===== src/rtl/hex_decode_pkg.sv =====
// Shared types and constants for the seven-segment readback monitor.
// Segment constants are active-high {g,f,e,d,c,b,a} as lit on the display.
package hex_decode_pkg;

  localparam int NUM_DIGITS = 4;

  localparam logic [6:0] SEG_0 = 7'h3F;
  localparam logic [6:0] SEG_1 = 7'h06;
  localparam logic [6:0] SEG_2 = 7'h5B;
  localparam logic [6:0] SEG_3 = 7'h4F;
  localparam logic [6:0] SEG_4 = 7'h66;
  localparam logic [6:0] SEG_5 = 7'h6D;
  localparam logic [6:0] SEG_6 = 7'h7D;
  localparam logic [6:0] SEG_7 = 7'h07;
  localparam logic [6:0] SEG_8 = 7'h7F;
  localparam logic [6:0] SEG_9 = 7'h6F;
  localparam logic [6:0] SEG_A = 7'h77;
  localparam logic [6:0] SEG_B = 7'h7C;
  localparam logic [6:0] SEG_C = 7'h39;
  localparam logic [6:0] SEG_D = 7'h5E;
  localparam logic [6:0] SEG_E = 7'h79;
  localparam logic [6:0] SEG_F = 7'h71;

  typedef struct packed {
    logic [3:0] nibble;
    logic       dp;
    logic       err;
  } seg_dp_t;

  // A grid sample is usable only when exactly one active-low enable is asserted.
  function automatic logic grid_legal(input logic [NUM_DIGITS-1:0] grid);
    return $countones(~grid) == 1;
  endfunction

endpackage


===== src/rtl/seg7_to_hex.sv =====
// Combinational lookup from an active-low {dp,g..a} segment drive to a hex nibble.
// Unknown patterns (including blank) yield nibble 0 with err set.
module seg7_to_hex
  import hex_decode_pkg::*;
(
  input  logic [7:0] seg_i,
  output seg_dp_t    dec_o
);

  logic [6:0] lit;

  always_comb begin
    lit          = ~seg_i[6:0];
    dec_o        = '0;
    dec_o.dp     = ~seg_i[7];
    case (lit)
      SEG_0:   dec_o.nibble = 4'h0;
      SEG_1:   dec_o.nibble = 4'h1;
      SEG_2:   dec_o.nibble = 4'h2;
      SEG_3:   dec_o.nibble = 4'h3;
      SEG_4:   dec_o.nibble = 4'h4;
      SEG_5:   dec_o.nibble = 4'h5;
      SEG_6:   dec_o.nibble = 4'h6;
      SEG_7:   dec_o.nibble = 4'h7;
      SEG_8:   dec_o.nibble = 4'h8;
      SEG_9:   dec_o.nibble = 4'h9;
      SEG_A:   dec_o.nibble = 4'hA;
      SEG_B:   dec_o.nibble = 4'hB;
      SEG_C:   dec_o.nibble = 4'hC;
      SEG_D:   dec_o.nibble = 4'hD;
      SEG_E:   dec_o.nibble = 4'hE;
      SEG_F:   dec_o.nibble = 4'hF;
      default: dec_o.err    = 1'b1;
    endcase
  end

endmodule


===== src/rtl/hex_display_decoder.sv =====
// Passive monitor that rebuilds four hex digits from a multiplexed 7-segment drive.
// Optional HEX_DECODER_DP_EN: decode the decimal-point segment into dp_o.
module hex_display_decoder
  import hex_decode_pkg::*;
#(
  parameter int SETTLE_CYCLES = 4
) (
  input  logic                    clk,
  input  logic                    reset,
  input  logic [7:0]              hex_seg_i,
  input  logic [NUM_DIGITS-1:0]   hex_grid_i,
  output logic [4*NUM_DIGITS-1:0] digits_o,
  output logic [NUM_DIGITS-1:0]   dp_o,
  output logic                    valid_o,
  output logic                    frame_o,
  output logic                    err_o
);

  localparam int CNT_W = $clog2(SETTLE_CYCLES + 1);
  localparam logic [CNT_W-1:0] SETTLE_MAX = CNT_W'(SETTLE_CYCLES);
`ifdef HEX_DECODER_DP_EN
  localparam logic [7:0] CMP_MASK = 8'hFF;
`else
  localparam logic [7:0] CMP_MASK = 8'h7F;
`endif

  logic [7:0]              seg_q, prev_seg_q;
  logic [NUM_DIGITS-1:0]   grid_q, prev_grid_q;
  logic [CNT_W-1:0]        cnt_q, cnt_d;
  logic                    captured_q, captured_d;
  logic                    capture;
  logic                    legal, same;
  logic [NUM_DIGITS-1:0]   mask_q, mask_d, cap_sel;
  logic                    frame_done;
  logic [4*NUM_DIGITS-1:0] shadow_nib, digits_q;
  logic [NUM_DIGITS-1:0]   shadow_err;
  logic                    valid_q, frame_q, err_q;
  seg_dp_t                 dec;

  seg7_to_hex u_decode (
    .seg_i (seg_q),
    .dec_o (dec)
  );

  assign legal      = grid_legal(grid_q);
  assign same       = ((seg_q & CMP_MASK) == (prev_seg_q & CMP_MASK)) && (grid_q == prev_grid_q);
  assign frame_done = (mask_q == '1);

  // A change in seg or grid restarts the dwell and re-arms capture.
  always_comb begin
    cnt_d      = '0;
    captured_d = 1'b0;
    capture    = 1'b0;
    if (legal) begin
      if (same) begin
        cnt_d      = (cnt_q == SETTLE_MAX) ? cnt_q : cnt_q + CNT_W'(1);
        captured_d = captured_q;
      end else begin
        cnt_d = CNT_W'(1);
      end
      if (cnt_d == SETTLE_MAX && !captured_d) begin
        capture    = 1'b1;
        captured_d = 1'b1;
      end
    end
  end

  assign cap_sel = capture ? ~grid_q : '0;
  assign mask_d  = (frame_done ? '0 : mask_q) | cap_sel;

  always_ff @(posedge clk) begin
    if (reset) begin
      seg_q       <= '1;
      grid_q      <= '1;
      prev_seg_q  <= '1;
      prev_grid_q <= '1;
      cnt_q       <= '0;
      captured_q  <= 1'b0;
      mask_q      <= '0;
      digits_q    <= '0;
      valid_q     <= 1'b0;
      frame_q     <= 1'b0;
      err_q       <= 1'b0;
    end else begin
      seg_q       <= hex_seg_i;
      grid_q      <= hex_grid_i;
      prev_seg_q  <= seg_q;
      prev_grid_q <= grid_q;
      cnt_q       <= cnt_d;
      captured_q  <= captured_d;
      mask_q      <= mask_d;
      frame_q     <= frame_done;
      if (frame_done) begin
        digits_q <= shadow_nib;
        err_q    <= |shadow_err;
        valid_q  <= 1'b1;
      end
    end
  end

`ifdef HEX_DECODER_DP_EN
  logic [NUM_DIGITS-1:0] shadow_dp, dp_q;
`endif

  // Shadow error bits clear on frame completion unless the same edge captures into that grid.
  genvar gi;
  for (gi = 0; gi < NUM_DIGITS; gi++) begin : g_shadow
    logic [3:0] nib_q;
    logic       err_sh_q;
    always_ff @(posedge clk) begin
      if (reset) begin
        nib_q    <= '0;
        err_sh_q <= 1'b0;
      end else if (cap_sel[gi]) begin
        nib_q    <= dec.nibble;
        err_sh_q <= dec.err;
      end else if (frame_done) begin
        err_sh_q <= 1'b0;
      end
    end
    assign shadow_nib[gi*4 +: 4] = nib_q;
    assign shadow_err[gi]        = err_sh_q;
`ifdef HEX_DECODER_DP_EN
    logic dp_sh_q;
    always_ff @(posedge clk) begin
      if (reset)            dp_sh_q <= 1'b0;
      else if (cap_sel[gi]) dp_sh_q <= dec.dp;
    end
    assign shadow_dp[gi] = dp_sh_q;
`endif
  end

`ifdef HEX_DECODER_DP_EN
  always_ff @(posedge clk) begin
    if (reset)           dp_q <= '0;
    else if (frame_done) dp_q <= shadow_dp;
  end
  assign dp_o = dp_q;
`else
  logic unused_dp;
  assign unused_dp = dec.dp;
  assign dp_o      = '0;
`endif

  assign digits_o = digits_q;
  assign valid_o  = valid_q;
  assign frame_o  = frame_q;
  assign err_o    = err_q;

endmodule


===== config.mk =====
export PLATFORM = sky130hd
export DESIGN_NAME = hex_display_decoder
export DESIGN_NICKNAME = d
export VERILOG_FILES = /design/src/rtl/hex_decode_pkg.sv /design/src/rtl/seg7_to_hex.sv /design/src/rtl/hex_display_decoder.sv
export SDC_FILE = /design/constraint.sdc
export NUM_CORES = 1
export LEC_CHECK = 0
export CAP_MARGIN = 20
export CORE_UTILIZATION = 50
export CTS_BUF_LIST = sky130_fd_sc_hd__clkbuf_4
export CTS_CLUSTER_SIZE = 8
export DETAILED_ROUTE_END_ITERATION = 12
export PLACE_DENSITY = 0.79
export SKIP_CTS_REPAIR_TIMING = 1
export SLEW_MARGIN = 10
export SYNTH_ARGS = -nofsm -noshare
export SYNTH_HDL_FRONTEND = slang
export SYNTH_HIERARCHICAL = 1
export SYNTH_SLANG_ARGS = --single-unit

===== constraint.sdc =====
create_clock -name clk -period 3.4 [get_ports clk]
set_clock_uncertainty 0.2 [all_clocks]
set_input_delay 0.68 -clock clk [delete_from_list [all_inputs] [get_ports clk]]
set_output_delay 0.68 -clock clk [all_outputs]
set_load 0.02 [all_outputs]

==> results.toml <==
[setup_path]
cp_slowest_stage_delay_ns = 0.54
crit_chain = "fa_1 > inv_1 > ha_1 > ha_1 > nor2_1 > nand2_1 > nor3_1 > nand4_2 > mux2i_1"
path_class = "reg -> reg"
r2r_setup_slack_ns = 0.72
crit_fanout = 6
crit_path_start_kind = "flip-flop"
arrival_ns = 2.78
r2r_start = "grid_q[0]$_SDFF_PP1_"
crit_top_cell = "ha_1"
slowest_stage = "fa_1"
cp-end-kind = "flip-flop"
rr_endpoint = "g_shadow[1].nib_q[1]$_SDFFE_PP0P_"
reg2regPathDepth = 9
crit_required_ns = 3.50

[clock_network]
cts_buffer_depth = 2
cts-root-buf = "clkbuf_4"
numCtsBuffers = 9
clock_latency_ns = 0.42
cts_sinks = 69
clk_pin_slew_ns = 0.12
cts_tree = "built"
cts_htree_levels = 3

[placed_design]
gp_congestion = 0.817
place_inst = 414
hpwl_mm = 3.53
io_buffers = 31
placed_area_mm2 = 0.00335
place_ws_ns = 0.740

[pwr]
peakVddDrop_uv = 336
power_frac_seq = 0.543
powerDensity_mw_per_mm2 = 444
finalPower_mw = 1.56
share_comb_of_total_power = 0.070
intPower_mw = 1.18
clockPowerShare = 0.387
leakage_nw = 1.41
p_sw_frac = 0.243
p_switching_mw = 0.380

[floorplanning]
dieArea_mm2 = 0.00642
rows = 28
core_area_mm2 = 0.00592
initial_core_util = 0.516
die_w_um = 80.2
io_pins = 37
die_h_um = 80.2

[min_path]
hold_class = "reg -> reg"
hp-start = "g_shadow[2].nib_q[3]$_SDFFE_PP0P_"
hold_depth = 2
holdPathEnd = "digits_o[11]$_SDFFE_PP0P_"

[timing]
hold_viol = 0
timing.hold.ws_ns = 0.250
rsz0062_at_grt = "false"
relSlewSlack = 0.407
fin_setup_tns_ns = 0
max_clock_freq_mhz = 373
final.period_utilization = 0.789
setup_violations = 0
worst_slew_pin_slew_ns = 0.887
period_needed_ns = 2.68
timing.final.ws_setup_ns = 0.718
finalMaxSlewViolations = 0

[cells_and_area]
seq_area_mm2 = 0.00138
final_cells = 430
final_area_mm2 = 0.00352
antennaDiodeCount = 0
fin_util = 0.594
fillers = 531
area_delta_synth_final_pct = 15.2
nets = 369
drive_gt1_frac = 0.155
multi_input_comb_area_mm2 = 0.00154

[drt]
antenna_left = 0
drt-initial-drc-count = 97
drc = 0
viasPerCell = 5.16
via_count = 2219
firstDrtPassIters = 4
routed_wl_mm = 5.25
wire_per_inst_um = 12.2

[grt]
grt_pass1_wl_mm = 8.94
grt_use_total = 0.181
grt_overflow = 0
grt_pass1_vias = 2028
grt_start_max_net_pins = 50
grt_antenna_before_repair = 0

[synth]
syn_area_mm2 = 0.00305
synth_cells = 325
yosysWarnings = 6
syn_area_per_cell_um2 = 9.40

[run_status]
run_status = "finished clean"

[flow_run]
drv_cap = 0
[critical path: cells and delay by family (launching register included)]
family                   cells  cell delay, ns
flip-flops                   1            0.37
multiplexers                 1            0.20
buffers and inverters        1            0.04
AND/OR/NAND/NOR              4            0.80
adder cells (fa/ha/maj)      3            0.97
[registers in the layout (all words and copies together) (netlist names), 3 cells and up]
name	count
digits_o	16
g_shadow.nib_q	16
g_shadow.err_sh_q	4
cnt_q	3
prev_seg_q	7
seg_q	7
mask_q	4
grid_q	4
prev_grid_q	4
[worst max-delay path by stage]
stage | to | start | slack [ns]
6_report | g_shadow[1].nib_q[1]$_SDFFE_PP0P_ | grid_q[0]$_SDFF_PP1_ | 0.72
5_1_grt | g_shadow[1].nib_q[3]$_SDFFE_PP0P_ | grid_q[0]$_SDFF_PP1_ | 0.49
3_3_place_gp | g_shadow[1].nib_q[0]$_SDFFE_PP0P_ | grid_q[0]$_SDFF_PP1_ | 0.79
4_1_cts | g_shadow[1].nib_q[3]$_SDFFE_PP0P_ | grid_q[0]$_SDFF_PP1_ | 0.66
2_1_floorplan | g_shadow[1].err_sh_q$_SDFFE_PP0P_ | grid_q[0]$_SDFF_PP1_ | 1.0
3_5_place_dp | g_shadow[3].nib_q[1]$_SDFFE_PP0P_ | grid_q[0]$_SDFF_PP1_ | 0.74
[cell type report]
cell class              instances  share of cell area
clock buffers                   9              0.0192
clock inverters                 7              0.0284
inverters                       6             0.00640
multi-input cells             232               0.438
flip-flops and latches         69               0.392
well taps                      75              0.0267
repair buffers                 32              0.0889
[power by group through the flow]
stage | Combinational (mW) | Clock (mW) | Sequential, mW
3_5_place_dp | 0.109 | 0 | 0.867
3_3_place_gp | 0.106 | 0 | 0.865
6_report | 0.109 | 0.604 | 0.848
2_1_floorplan | 0.0991 | 0 | 0.854
5_1_grt | 0.122 | 0.653 | 0.852
4_1_cts | 0.110 | 0.619 | 0.848
[metal layers]
| layer | vias up | part of all wire | track usage |
|---|---|---|---|
| met5 | - | 0 | 0 |
| met4 | 0 | 0.014 | 0.0696 |
| met3 | 10 | 0.026 | 0.0545 |
| met2 | 32 | 0.47 | 0.295 |
| met1 | 1031 | 0.49 | 0.224 |
| li1 | 1146 | - | - |
[layout by cell type, fill, tap and decap left out, types with 9 or more instances in the layout]
cell / count
nor3_1: 10
clkdlybuf4s50_1: 30
dfxtp_1: 69
nor2_1: 12
mux2i_1: 22
or2_2: 24
nand2b_1: 25
xnor2_1: 12
a21oi_1: 23
nand2_1: 45
clkbuf_4: 9
(Power assumes the default switching activity.)
